## src/rtl/unidade_controle_param.sv

```systemverilog
// Multi-cycle control unit (FETCH/DECODE/EXEC/WB, >=4 cycles per instruction); stalls in FETCH while IVALID=0.
// UC_ILLEGAL_TRAP_EN: opcodes 0x19-0x1E halt the core with ILLEGAL set instead of running as NOP.
module unidade_controle_param #(
  parameter int DATA_W = 8,
  parameter int PC_W   = 8,
  parameter int NREG   = 16,
  localparam int RSEL_W = $clog2(NREG),
  localparam int IW     = 5 + 3*RSEL_W
) (
  input  logic              CLK,
  input  logic              RESET,
  output logic              IREQ,
  input  logic              IVALID,
  input  logic [IW-1:0]     C,
  output logic [PC_W-1:0]   PC,
  input  logic [5:0]        FLG,
  output logic [DATA_W-1:0] CTE,
  output logic              LOAD,
  output logic              CLRREG,
  output logic [RSEL_W-1:0] SRD,
  output logic [RSEL_W-1:0] SBA,
  output logic [RSEL_W-1:0] SBB,
  output logic [3:0]        SULA,
  output logic [1:0]        S,
  output logic              HALTED,
  output logic              ILLEGAL
);

  localparam int IMM_W = 2*RSEL_W;

  localparam logic [2:0] ST_FETCH  = 3'd0;
  localparam logic [2:0] ST_DECODE = 3'd1;
  localparam logic [2:0] ST_EXEC   = 3'd2;
  localparam logic [2:0] ST_WB     = 3'd3;
  localparam logic [2:0] ST_HALT   = 3'd4;

  logic [2:0]        state_q, state_d;
  logic [PC_W-1:0]   pc_q, pc_d;
  logic [IW-1:0]     ir_q, ir_d;
  logic [5:0]        flg_q, flg_d;
  logic              clr_q, clr_d;

  logic [4:0]        op;
  logic              op_alu, op_ldi, op_in, op_br, op_jmp, op_halt;
  logic              writes_rf, br_taken;
  logic [DATA_W-1:0] cte;
  logic [PC_W-1:0]   pc_inc;

  assign op        = ir_q[IW-1 -: 5];
  assign op_alu    = ~op[4];
  assign op_ldi    = (op == 5'h10);
  assign op_in     = (op == 5'h11);
  assign op_br     = (op >= 5'h12) && (op <= 5'h17);
  assign op_jmp    = (op == 5'h18);
  assign op_halt   = (op == 5'h1F);
  assign writes_rf = op_alu || op_ldi || op_in;
  assign cte       = DATA_W'(ir_q[IMM_W-1:0]);
  assign pc_inc    = pc_q + PC_W'(1);

  // Branch opcodes 0x12..0x17 select Z, L, LE, E, GE, G; FLG[5] is Z.
  always_comb begin
    br_taken = 1'b0;
    case (op[2:0])
      3'd2:    br_taken = flg_q[5];
      3'd3:    br_taken = flg_q[4];
      3'd4:    br_taken = flg_q[3];
      3'd5:    br_taken = flg_q[2];
      3'd6:    br_taken = flg_q[1];
      3'd7:    br_taken = flg_q[0];
      default: br_taken = 1'b0;
    endcase
  end

`ifdef UC_ILLEGAL_TRAP_EN
  logic ill_q, ill_d;
  logic op_bad;
  assign op_bad  = (op >= 5'h19) && (op <= 5'h1E);
  assign ILLEGAL = ill_q;
`else
  assign ILLEGAL = 1'b0;
`endif

  always_comb begin
    state_d = state_q;
    pc_d    = pc_q;
    ir_d    = ir_q;
    flg_d   = flg_q;
    clr_d   = 1'b0;
`ifdef UC_ILLEGAL_TRAP_EN
    ill_d   = ill_q;
`endif
    case (state_q)
      ST_FETCH: begin
        // The register-file clear cycle after reset never accepts an instruction.
        if (!clr_q && IVALID) begin
          ir_d    = C;
          state_d = ST_DECODE;
        end
      end
      ST_DECODE: begin
        state_d = ST_EXEC;
`ifdef UC_ILLEGAL_TRAP_EN
        if (op_bad) begin
          state_d = ST_HALT;
          ill_d   = 1'b1;
        end
`endif
      end
      ST_EXEC: begin
        flg_d   = FLG;
        state_d = ST_WB;
      end
      ST_WB: begin
        if (op_halt) begin
          state_d = ST_HALT;
        end else begin
          state_d = ST_FETCH;
          if (op_jmp || (op_br && br_taken)) pc_d = PC_W'(cte);
          else                               pc_d = pc_inc;
        end
      end
      ST_HALT: state_d = ST_HALT;
      default: state_d = ST_FETCH;
    endcase
  end

  always_ff @(posedge CLK) begin
    if (RESET) begin
      state_q <= ST_FETCH;
      pc_q    <= '0;
      ir_q    <= '0;
      flg_q   <= '0;
      clr_q   <= 1'b1;
`ifdef UC_ILLEGAL_TRAP_EN
      ill_q   <= 1'b0;
`endif
    end else begin
      state_q <= state_d;
      pc_q    <= pc_d;
      ir_q    <= ir_d;
      flg_q   <= flg_d;
      clr_q   <= clr_d;
`ifdef UC_ILLEGAL_TRAP_EN
      ill_q   <= ill_d;
`endif
    end
  end

  assign IREQ   = (state_q == ST_FETCH) && !clr_q;
  assign CLRREG = clr_q;
  assign LOAD   = (state_q == ST_WB) && writes_rf;
  assign HALTED = (state_q == ST_HALT);
  assign PC     = pc_q;
  assign CTE    = cte;
  assign SRD    = ir_q[3*RSEL_W-1 -: RSEL_W];
  assign SBA    = ir_q[2*RSEL_W-1 -: RSEL_W];
  assign SBB    = ir_q[RSEL_W-1:0];
  assign SULA   = op_alu ? op[3:0] : (op_br ? 4'b0111 : 4'b0000);
  assign S      = op_ldi ? 2'b01 : (op_in ? 2'b10 : 2'b00);

endmodule

```

## config.mk

```make
export PLATFORM = sky130hd
export DESIGN_NAME = unidade_controle_param
export DESIGN_NICKNAME = d
export VERILOG_FILES = /design/src/rtl/unidade_controle_param.sv
export SDC_FILE = /design/constraint.sdc
export NUM_CORES = 1
export LEC_CHECK = 0
export CORE_MARGIN = 10
export CORE_UTILIZATION = 47
export DETAILED_ROUTE_END_ITERATION = 6
export GPL_ROUTABILITY_DRIVEN = 0
export GPL_TIMING_DRIVEN = 1
export PLACE_DENSITY = 0.84
export SLEW_MARGIN = 25
export SYNTH_ARGS = -nofsm -noshare
export SYNTH_HDL_FRONTEND = slang
export SYNTH_SLANG_ARGS = --single-unit
```

## constraint.sdc

```tcl
create_clock -name CLK -period 3.3 [get_ports CLK]
set_input_delay 0.495 -clock CLK [delete_from_list [all_inputs] [get_ports CLK]]
set_output_delay 0.495 -clock CLK [all_outputs]
set_load 0.01 [all_outputs]
```

==> metrics.yaml <==
run_status:
  status: "completed"
clocking:
  htreeDepth: 2
  post_cts_buffers: 0
  cts_max_path_buffers: 2
  cts_sinks: 35
  cts_tree: "done"
  cts-root-buf: "clkbuf_8"
  cts_buffers: 5
  cts_resized: 0
  clock_latency_ps: 290
  clkTransAtPathRegs_ps: 70
  hold_buffers: 0
sta:
  fmax_mhz: 418
  slew_violations: 0
  rsz0062_at_grt: "false"
  timing.slew.headroom: 0.574
  setup_tns_ps: 0
  fin_worst_skew_ps: 7.97
  hold_viol: 0
  tightest_slew_ps: 637
  finalCritPeriodShare: 0.724
  fin_crit_ps: 2390
  setup_viol: 0
critical_path:
  reg2regPathDepth: 5
  crit_chain: "or2b_1 -> nor4_1 -> clkdlybuf4s50_1"
  end_kind: "primary output"
  critical_path.top_delay_family: "buffers and inverters"
  reg2reg_to: "PC[0]$_SDFFE_PP0P_"
  critPathCapture: "S[0]"
  cpMaxStageDelayCell: "clkdlybuf4s50_1"
  critical_path_required_ps: 2800
  arrival_ps: 1900
  cp_num_cells: 3
  crit_fanout: 8
  r2r-start: "ir_q[12]$_SDFFE_PP0P_"
  r2r_slack_ps: 1350
  cp.buffers_inverters: 1
  critPathLaunch: "ir_q[16]$_SDFFE_PP0P_"
  cp-start-kind: "flip-flop"
  path_class: "reg -> out"
  crit_path_max_incr_delay_ps: 620
global_route:
  grt_max_degree: 36
  grt_pass1_vias: 1547
  grt_overflow: 0
  antenna_found_initial: 0
  grt_pass1_wl_microns: 7090
  track_usage: 0.134
pwr:
  p_leak_nw: 0.817
  p_per_area_mw_per_mm2: 449
  power_switching_mw: 0.259
  vdd_drop_max_mv: 0.298
  p_clk_frac: 0.376
  combPwrFrac: 0.170
  cellInternalPower_mw: 0.797
  seqPwrFrac: 0.454
  sw_frac_of_total: 0.245
logic_synthesis:
  post-synth-top-area-cell: "dfxtp_1"
  ys_seq_elements: 35
  syn_area_per_cell_sq_um: 7.93
  ys_seq_area_frac: 0.398
  synth_cells: 222
  syn_nets: 249
  ys_types: 37
  synth_area_sq_mm: 0.00176
  yosys_warnings: 0
  synth_top_area_frac: 0.398
  yosys-top-cells-area: "dfxtp_1, nand2_1, buf_4, a21oi_1, mux2i_1"
floorplanning:
  dieWidth_microns: 81.2
  ios: 65
  die_area_sq_mm: 0.00659
  fp.dieH_microns: 81.2
  num_rows: 22
  start_util: 0.485
  coreArea_sq_mm: 0.00363
routing:
  drtIter0Drc: 94
  drc: 0
  avgViaCountPerCell: 5.13
  wl_per_cell_microns: 14.6
  vias: 1575
  drt_wl_total_microns: 4490
  firstDrtPassIters: 4
  ant_nets: 0
place:
  hpwlAfterDp_microns: 3280
  port_buffers: 63
worst_hold_path:
  hold_path.class: "reg -> reg"
finish:
  multiInputGateArea_sq_um: 827
  n_fill_cell: 337
  fin_nets: 285
  seq_area_sq_um: 701
  diodes: 0
  fin_util: 0.647
  drive_gt1_frac: 0.0618
  areaGrowthSynthToFinish_pct: 33.5
flow_run:
  drv_cap: 0
## how the worst min path moves through the flow
stage / start / to / depth (start not counted)
global route: ir_q[11]$_SDFFE_PP0P_ / ir_q[11]$_SDFFE_PP0P_ / 2
floorplan: ir_q[10]$_SDFFE_PP0P_ / ir_q[10]$_SDFFE_PP0P_ / 2
finish: ir_q[11]$_SDFFE_PP0P_ / ir_q[11]$_SDFFE_PP0P_ / 2
detailed placement: ir_q[11]$_SDFFE_PP0P_ / ir_q[11]$_SDFFE_PP0P_ / 2
global placement: ir_q[9]$_SDFFE_PP0P_ / ir_q[9]$_SDFFE_PP0P_ / 2
CTS: ir_q[11]$_SDFFE_PP0P_ / ir_q[11]$_SDFFE_PP0P_ / 2
## routing by layer
layer  track usage  wire, microns  share of wire  up-vias
li1              -              -              -      806
met1         0.146           1870           0.42      723
met3        0.0629            368          0.082        2
met2         0.235           2240           0.50       44
met4        0.0260             10         0.0022        0
met5             0              0              0        -
## cell usage after synthesis
cell,count
nand2_1,45
dfxtp_1,35
buf_4,22
a21oi_1,21
nor2_1,13
nand3_1,10
clkbuf_1,8
a31oi_1,7
mux2i_1,6
nor2b_1,6
o21ai_1,6
nor4_1,5
and2_1,4
nor3b_1,4
buf_2,3
nor3_1,3
and3_1,2
inv_1,2
or3_1,2
a22oi_2,1
a311oi_1,1
a41o_2,1
buf_1,1
buf_6,1
conb_1,1
ha_1,1
mux2_2,1
mux4_2,1
nand3b_1,1
nand4_1,1
nor3b_2,1
o21a_1,1
o21a_2,1
o21ai_2,1
o22ai_1,1
or2b_1,1
xnor2_1,1
## sequential cells by signal, indices dropped and copies added, names as in the netlist
register and count:
CLRREG 1, PC 8, flg_q 6, ir_q 17, state_q 3
## final cells by class
cell class / count / share of cell area
Tap cell: 48 / 0.0255
Clock buffer: 6 / 0.0351
Inverter: 2 / 0.00319
Sequential cell: 35 / 0.298
Clock inverter: 2 / 0.0149
Multi-Input combinational cell: 150 / 0.352
Timing Repair Buffer: 64 / 0.271
## tightest hold or removal path: cells and delay by family (launching register included)
family / cells / cell delay (ps)
AO/OA/AOI/OAI: 1 / 50
AND/OR/NAND/NOR: 1 / 50
flip-flops: 1 / 310
## logic make-up after synthesis
family                     after synthesis  share of synthesized area
other                                    1                    0.00213
DFF                                     35                      0.398
buffers and inverters                   37                      0.132
AOI/OAI and AO/OA                       41                      0.138
and+or+nand+nor                         98                      0.264
xor gates and xnor gates                 1                    0.00498
muxes                                    8                     0.0533
adders and majority gates                1                    0.00711
## power groups by stage
stage	registers [mW]	logic, mW	clock network [mW]
final	0.479	0.180	0.397
after floorplan	0.481	0.108	0
after global routing	0.484	0.197	0.416
after CTS	0.479	0.183	0.401
after detailed placement	0.488	0.182	0
after global placement	0.486	0.178	0
## cells in the final DEF, fill, tap and decap left out, types with 2 or more instances in the layout
| cell type | synthesis | final |
|---|---|---|
| a21oi_1 | 21 | 21 |
| a31oi_1 | 7 | 7 |
| clkbuf_8 | 0 | 6 |
| mux2i_1 | 6 | 6 |
| o21ai_1 | 6 | 6 |
| nand3_1 | 10 | 10 |
| inv_1 | 2 | 2 |
| clkdlybuf4s50_1 | 0 | 63 |
| nand2_1 | 45 | 45 |
| nor3_1 | 3 | 3 |
| dfxtp_1 | 35 | 35 |
| and3_1 | 2 | 2 |
| nor3b_1 | 4 | 4 |
| nor2_1 | 13 | 13 |
| nor4_1 | 5 | 5 |
| or3_1 | 2 | 2 |
| nor2b_1 | 6 | 6 |
| and2_1 | 4 | 4 |
## stage by stage
stage,instance area [sq um],total power [mW],cells,worst slack (ps),hold slack (ps)
global route,2350,1.10,307,751,496
floorplan,1760,0.589,222,1520,437
detailed placement,2230,0.670,299,1250,448
finish,2350,1.06,307,910,455
CTS,2350,1.06,307,889,455
global placement,2230,0.665,299,1290,441
(Power assumes the default switching activity.)
